<file path="src/rtl/sync_fifo_param.sv">
// rtl/sync_fifo_param.sv - single-clock parametrised FIFO with occupancy flags and over/underflow pulses
// Define SYNC_FIFO_FWFT_EN for first-word-fall-through read behaviour.
module sync_fifo_param #(
    parameter int DATA_WIDTH = 8,
    parameter int DEPTH      = 64,
    parameter int AW         = $clog2(DEPTH),
    parameter int AF_THRESH  = DEPTH - 4,
    parameter int AE_THRESH  = 4
) (
    input  logic                  clk,
    input  logic                  rst,
    input  logic                  wr_en,
    input  logic [DATA_WIDTH-1:0] wr_data,
    input  logic                  rd_en,
    output logic [DATA_WIDTH-1:0] rd_data,
    output logic                  rd_valid,
    output logic [AW:0]           count,
    output logic                  full,
    output logic                  empty,
    output logic                  almost_full,
    output logic                  almost_empty,
    output logic                  overflow,
    output logic                  underflow
);

    localparam logic [AW:0] ONE_C   = (AW+1)'(1);
    localparam logic [AW:0] DEPTH_C = (AW+1)'(DEPTH);
    localparam logic [AW:0] AF_C    = (AW+1)'(AF_THRESH);
    localparam logic [AW:0] AE_C    = (AW+1)'(AE_THRESH);

    logic [DATA_WIDTH-1:0] mem [DEPTH];
    logic [AW-1:0]         wr_ptr;
    logic [AW-1:0]         rd_ptr;
    logic [AW:0]           count_next;
    logic                  wr_acc;
    logic                  rd_acc;

    // Acceptance uses the registered flags, so a read of an empty FIFO never bypasses a same-cycle write.
    assign wr_acc = wr_en && !full;
    assign rd_acc = rd_en && !empty;

    always_comb begin
        count_next = count;
        case ({wr_acc, rd_acc})
            2'b10:   count_next = count + ONE_C;
            2'b01:   count_next = count - ONE_C;
            default: count_next = count;
        endcase
    end

    always_ff @(posedge clk) begin
        if (!rst && wr_acc) begin
            mem[wr_ptr] <= wr_data;
        end
    end

    always_ff @(posedge clk) begin
        if (rst) begin
            wr_ptr       <= '0;
            rd_ptr       <= '0;
            count        <= '0;
            full         <= 1'b0;
            empty        <= 1'b1;
            almost_full  <= 1'b0;
            almost_empty <= 1'b1;
            overflow     <= 1'b0;
            underflow    <= 1'b0;
        end else begin
            if (wr_acc) begin
                wr_ptr <= wr_ptr + 1'b1;
            end
            if (rd_acc) begin
                rd_ptr <= rd_ptr + 1'b1;
            end
            count        <= count_next;
            full         <= (count_next == DEPTH_C);
            empty        <= (count_next == '0);
            almost_full  <= (count_next >= AF_C);
            almost_empty <= (count_next <= AE_C);
            overflow     <= wr_en && full;
            underflow    <= rd_en && empty;
        end
    end

`ifdef SYNC_FIFO_FWFT_EN
    // Head word is presented combinationally from the registered read pointer.
    assign rd_valid = !empty;
    assign rd_data  = empty ? '0 : mem[rd_ptr];
`else
    always_ff @(posedge clk) begin
        if (rst) begin
            rd_data  <= '0;
            rd_valid <= 1'b0;
        end else begin
            rd_valid <= rd_acc;
            if (rd_acc) begin
                rd_data <= mem[rd_ptr];
            end
        end
    end
`endif

endmodule

</file>
<file path="config.mk">
export PLATFORM = sky130hd
export DESIGN_NAME = sync_fifo_param
export DESIGN_NICKNAME = d
export VERILOG_FILES = /design/src/rtl/sync_fifo_param.sv
export SDC_FILE = /design/constraint.sdc
export NUM_CORES = 1
export LEC_CHECK = 0
export BUFFER_PORTS_ARGS = -buffer_cell sky130_fd_sc_hd__buf_2
export CAP_MARGIN = 10
export CORE_MARGIN = 2
export CORE_UTILIZATION = 60
export CTS_CLUSTER_DIAMETER = 150
export DETAILED_ROUTE_END_ITERATION = 16
export GPL_ROUTABILITY_DRIVEN = 0
export PLACE_DENSITY = 0.86
export REMOVE_ABC_BUFFERS = 1
export SYNTH_ARGS = -nofsm -noshare
export SYNTH_HDL_FRONTEND = slang
export SYNTH_SLANG_ARGS = --single-unit
</file>
<file path="constraint.sdc">
create_clock -name clk -period 3.6 [get_ports clk]
set_clock_uncertainty 0.1 [all_clocks]
set_input_delay 0.18 -clock clk [delete_from_list [all_inputs] [get_ports clk]]
set_output_delay 0.18 -clock clk [all_outputs]
set_load 0.01 [all_outputs]
</file>
-- Word level (Yosys, flattened, before mapping)
Memories as Yosys holds them, arrays and structs flattened. A register that Yosys moved wholly into a read port is not among the register bits.
Index checks and enable logic that the tools add are counted.
- add/subtract/negate cells: 4
- $lt $le $gt $ge: 2
- equal/unequal tests: 3
- mux-type cells: 3
- reductions and logical operators: 9
- operator list (cell ; count):
    $pmux 7 s2 ; 1
    $add 6x1->6 const B ; 2
    $add 7x1->7 const B ; 1
    $eq 7x7->1 const B ; 1
    $ge 7x6->1 const B ; 1
    $le 7x3->1 const B ; 1
    $logic_not 7->1 ; 1
    $sub 7x1->7 const B ; 1
    $logic_and 1x1->1 ; 5
    $logic_not 1->1 ; 3
    $eq 2x1->1 const B ; 1
    $eq 2x2->1 const B ; 1
    $mux 1 ; 2
- register bits: 26
- bits in writable memories: 512
- input port bits: 12
- output and inout bits: 22
- word-level logic and storage cells: 32
- memories: 1
- memories (memory ; words ; width ; rd ports ; clocked after memory_dff ; wr ports ; RTL line ; source):
    mem ; 64 ; 8 ; 1 ; 1 ; 1 ; 31 ; logic [DATA_WIDTH-1:0] mem [DEPTH];

-- Logic depth before layout (Yosys ltp)
- depth in word-level cells: 5
- mapped depth: 12
- depth with buffers taken out: 10

-- Least setup slack after synthesis
Ideal clock, no wire load.
- path kind: reg-to-reg
- start point: register empty
- end point: register empty
- setup time: 0.115 ns
- arrival: 2.421 ns
- data required time: 3.385 ns
- setup slack: 0.963 ns
- cell stages (with the launch flop): 11
- buffers on the path: 2
- period minus slack after synthesis: 2.637 ns
- cell sequence: dfxtp_1 nand2b_1 inv_1 buf_1 ha_1 clkbuf_1 a31oi_1 a32oi_1 xnor2_1 a221o_1 a31o_1
- cells in the longest elaborated chain, start to end: 5
- elaborated cells between the ends (all ways): 6
- classes of those cells: 2 x eq/ne; 1 x mux; 3 x reduce/logical
- ends and longest elaborated chain (item ; RTL line ; source):
    from (decl) ; 19 ; output logic empty,
    from (signal assigned) ; 77 ; empty <= (count_next == '0);
    $logic_not 1->1 (*) ; 40 ; assign rd_acc = rd_en && !empty;
    $logic_and 1x1->1 (*) ; 40 ;
    $eq 2x1->1 or $eq 2x2->1 (tied branches) ; 44 ; case ({wr_acc, rd_acc})
    $pmux 7 s2 (*) ; 44 ;
    $logic_not 7->1 (*) ; 77 ;
Mark *: on every way between the ends. The rest lies on a longest branch, timed or not.
A chain may end at the register's enable or synchronous reset.

-- Worst setup path after layout
- start point: register wr_ptr[0]
- end point: memory mem[14][4] (enable)
- RTL lines (item ; RTL line ; source):
    from (decl) ; 32 ; logic [AW-1:0] wr_ptr;
    from (signal assigned) ; 70 ; wr_ptr <= wr_ptr + 1'b1;
    to (decl) ; 31 ;
No word-level cell before the write port.

==> out/results.tsv <==
stage	metric	value	unit
layout	fin_area	24370	um2
yosys	yosysTopAreaCellShare	71.05	%
cts	numCtsBuffers	51	
power_and_ir_drop	leakagePower	7.598	nW
min_path	whs_endpoint	underflow	
min_path	hold_path.startpoint	rd_en	
yosys	synth-xor-area-share	0.6071	%
placement	post_dp_cell_area	22630	um2
status	status	finished clean	
power_and_ir_drop	power	0.01421	W
cts	clk_pin_slew_worst_paths	0.06	ns
setup_path	critPathMaxFanout	8	
layout	area_delta_synth_final	12.62	%
power_and_ir_drop	p_per_area	582.9	nW/um2
setup_path	cp_slowest_stage_delay	0.98	ns
cts	clk_path_buf_depth	3	
yosys	ys.flop_type	edfxtp_1	
placement	preCtsSetupSlack	0.4879	ns
cts	cts_root_buf	clkbuf_16	
sta	worst_pin_slew	1.244	ns
setup_path	cp_slowest_cell	nor4b_1	
sta	fin_ws	0.3196	ns
yosys	synth_top_area_cell	edfxtp_1	
floorplanning	start_util	60.84	%
sta	rsz0062_at_grt	no	
routing	wl_per_cell	28.41	um
layout	antenna_cells	0	
routing	routed_via_density	6.703	
global_routing	grt_pass1_vias	11650	
yosys	synth_mux_area_share	15.30	%
global_routing	grt-ovfl-total	0	
sta	finalHoldViolations	0	
sta	drv_slew	0	
yosys	async_reset_ff_share	0	%
yosys	synth_compound_area_share	3.533	%
setup_path	path_delay_family	simple AND/OR/NAND/NOR gates	
floorplanning	die_w	193.9	um
setup_path	setup.worst_path.class	reg2reg	
yosys	synth_top_family_by_area	multiplexers	
cts	cts_tree	built	
yosys	synth_fa_ha_area_share	0.2313	%
cts	htreeDepth	2	
placement	portBuffers	33	
yosys	synth_top_cells_by_area	edfxtp_1 71%, mux4_2 11%, dfxtp_1 3.1%, mux2i_1 2.9%, nor2_1 1.6%	
floorplanning	core_area	35570	um2
run	drv_cap	0	
sta	slew_headroom	17.08	%
global_routing	grt_max_degree	65	
cts	cts_resized	0	
sta	setup_viol	0	
setup_path	r2r_setup_slack	0.32	ns
setup_path	endpoint_kind	register	
routing	first_iter_violations	1657	
sta	holdWs	0.2639	ns
yosys	synthCells	1125	
setup_path	r2r-end	mem[14][4]	
setup_path	crit_chain	nor4b_1, nand3_1, nor2_1	
setup_path	rr_startpoint	wr_ptr[0]	
setup_path	critPathLaunchType	register	
setup_path	reg2reg_depth	3	
floorplanning	die_area	37600	um2
global_routing	grt_use_total	26.46	%
layout	drive_gt1_share	24.33	%
yosys	ys_ff_latch	546	
yosys	yosysUniqueCellTypes	63	
sta	period_share	91.12	%
yosys	synthSimpleGateAreaFrac	4.383	%
cts	clock-sinks	546	
setup_path	cp_data_required_time	3.72	ns
min_path	hold-path-cell-count	4	
floorplanning	die_h	193.9	um
cts	clock_latency	0.59	ns
floorplanning	num_io_pins	34	
routing	antenna_left	0	
layout	nets	1236	
routing	via_count	11550	
sta	min_period	3.280	ns
yosys	syn_area_per_cell	19.24	um2
setup_path	worstPathArrival	3.40	ns
routing	firstDrtPassIters	6	
global_routing	antenna_found_initial	0	
min_path	hp-class	in2reg	
power_and_ir_drop	ir_drop	0.0005076	V
floorplanning	row_count	69	
global_routing	grt_pass1_wl	73670	um
routing	drc	0	
yosys	seq_area_frac_synth	74.19	%
yosys	synth.cell_area	21640	um2
placement	hpwlAfterDp	29110	um
yosys	yosysWarnings	0	
setup_path	critPathBufInv	0	
yosys	synth-edff-count	512	
sta	max_freq	304.8	MHz
routing	routed_wl	48940	um
-- tightest hold or removal path: stages --
cell           delay (ns)
dlygate4sd3_1        0.52
buf_2                0.11
nand2_1              0.04
nor2_1               0.07
-- per-stage QoR --
| step | setup TNS, ns | utilization, % | std cells |
|---|---|---|---|
| 3_3_place_gp | 0 | 63.63 | 1625 |
| 2_1_floorplan | -41.63 | - | 1060 |
| 5_1_grt | 0 | 68.52 | 1723 |
| 6_report | 0 | 68.52 | 1723 |
| 3_5_place_dp | 0 | 63.63 | 1625 |
| 4_1_cts | 0 | 68.52 | 1723 |
-- layout make-up --
cell class	instances	area, um2
fill	2082	11200
timing repair buffer	107	778.2
clock inverter	24	265.3
inverter	10	37.54
tap	461	576.8
sequential	546	16070
clock buffer	71	1443
multi-input combinational	504	5205
-- report_power, final --
group	internal, W	switching (W)	total, W	leakage (nW)
combinational	0.000718	0.000848	0.00157	1.88
sequential	0.00703	0.000187	0.00722	4.88
clock	0.00316	0.00226	0.00542	0.840
-- worst max-delay path by stage --
stage / endpoint / startpoint / depth (start not counted) / slack [ns]
floorplan: rd_data[4] / rd_ptr[1] / 5 / -3.64
global placement: mem[14][4] / wr_ptr[0] / 3 / 0.55
detailed placement: mem[58][1] / wr_ptr[0] / 3 / 0.49
CTS: mem[58][4] / wr_ptr[0] / 3 / 0.51
global route: mem[43][6] / wr_ptr[0] / 3 / 0.24
finish: mem[14][4] / wr_ptr[0] / 3 / 0.32
-- flip-flops by register name, summed over array words and instances, names as in the netlist --
signal	count
empty	1
underflow	1
almost_empty	1
wr_ptr	6
count	7
rd_data	8
full	1
rd_valid	1
rd_ptr	6
overflow	1
mem	512
almost_full	1
-- synthesized netlist by cell type, types with 12 or more instances --
master / instances
nor2_1: 91
a21oi_1: 13
dfxtp_1: 34
nand2_1: 25
a211oi_1: 12
nor2b_1: 21
mux4_2: 109
mux2i_1: 63
nand3_1: 13
clkbuf_1: 27
edfxtp_1: 512
buf_2: 19
a22oi_1: 23
-- placed cells by master, fill, tap and decap left out, drive strengths merged, types with 3 or more instances in the layout --
| master | synthesis | layout |
|---|---|---|
| edfxtp | 512 | 512 |
| mux4 | 115 | 115 |
| buf | 38 | 104 |
| nor2 | 91 | 91 |
| clkbuf | 27 | 71 |
| mux2i | 63 | 63 |
| dfxtp | 34 | 34 |
| nand2 | 25 | 25 |
| a22oi | 23 | 23 |
| nor2b | 21 | 21 |
| clkinv | 1 | 17 |
| nand3 | 13 | 13 |
| a21oi | 13 | 13 |
| a211oi | 12 | 12 |
| inv | 9 | 10 |
| nor3 | 9 | 9 |
| xor2 | 8 | 8 |
| nand2b | 7 | 7 |
| xnor2 | 7 | 7 |
| o22ai | 7 | 7 |
| a32oi | 7 | 7 |
| o21ai | 7 | 7 |
| mux2 | 6 | 6 |
| nand3b | 5 | 5 |
| o211ai | 5 | 5 |
| bufinv | 0 | 5 |
| nand4 | 4 | 4 |
| o32a | 4 | 4 |
| ha | 4 | 4 |
| nor4b | 3 | 3 |
| or3 | 3 | 3 |
| a22o | 3 | 3 |
| a2111oi | 3 | 3 |
| a311o | 3 | 3 |
| a31oi | 3 | 3 |
| dlygate4sd3 | 0 | 3 |
| or2 | 3 | 3 |
-- kinds of logic (layout without fill, tap and decap cells) --
logic type / Yosys count / count (layout)
xor+xnor: 15 / 15
buf+inv: 75 / 212
flops: 546 / 546
fa+ha+maj: 4 / 4
compound gates: 104 / 104
simple gates: 197 / 197
mux: 184 / 184
-- metal layers --
| layer | global-route usage, % | vias to the layer above | part of all wire, % |
|---|---|---|---|
| li1 | - | 4773 | - |
| met4 | 9.007 | 0 | 3.4 |
| met2 | 42.67 | 730 | 48 |
| met1 | 37.45 | 5928 | 38 |
| met5 | 0 | - | 0 |
| met3 | 4.557 | 118 | 10 |
-- what timing repair did --
| item | 4_1_cts | 5_1_grt |
|---|---|---|
| hold endpoints to repair | 5 | 0 |
| hold buffers | 3 | 0 |
| endpoints found under the setup margin | 0 | 0 |
| setup buffers | 0 | 0 |
No activity file was read; power rests on OpenSTA's default activity.
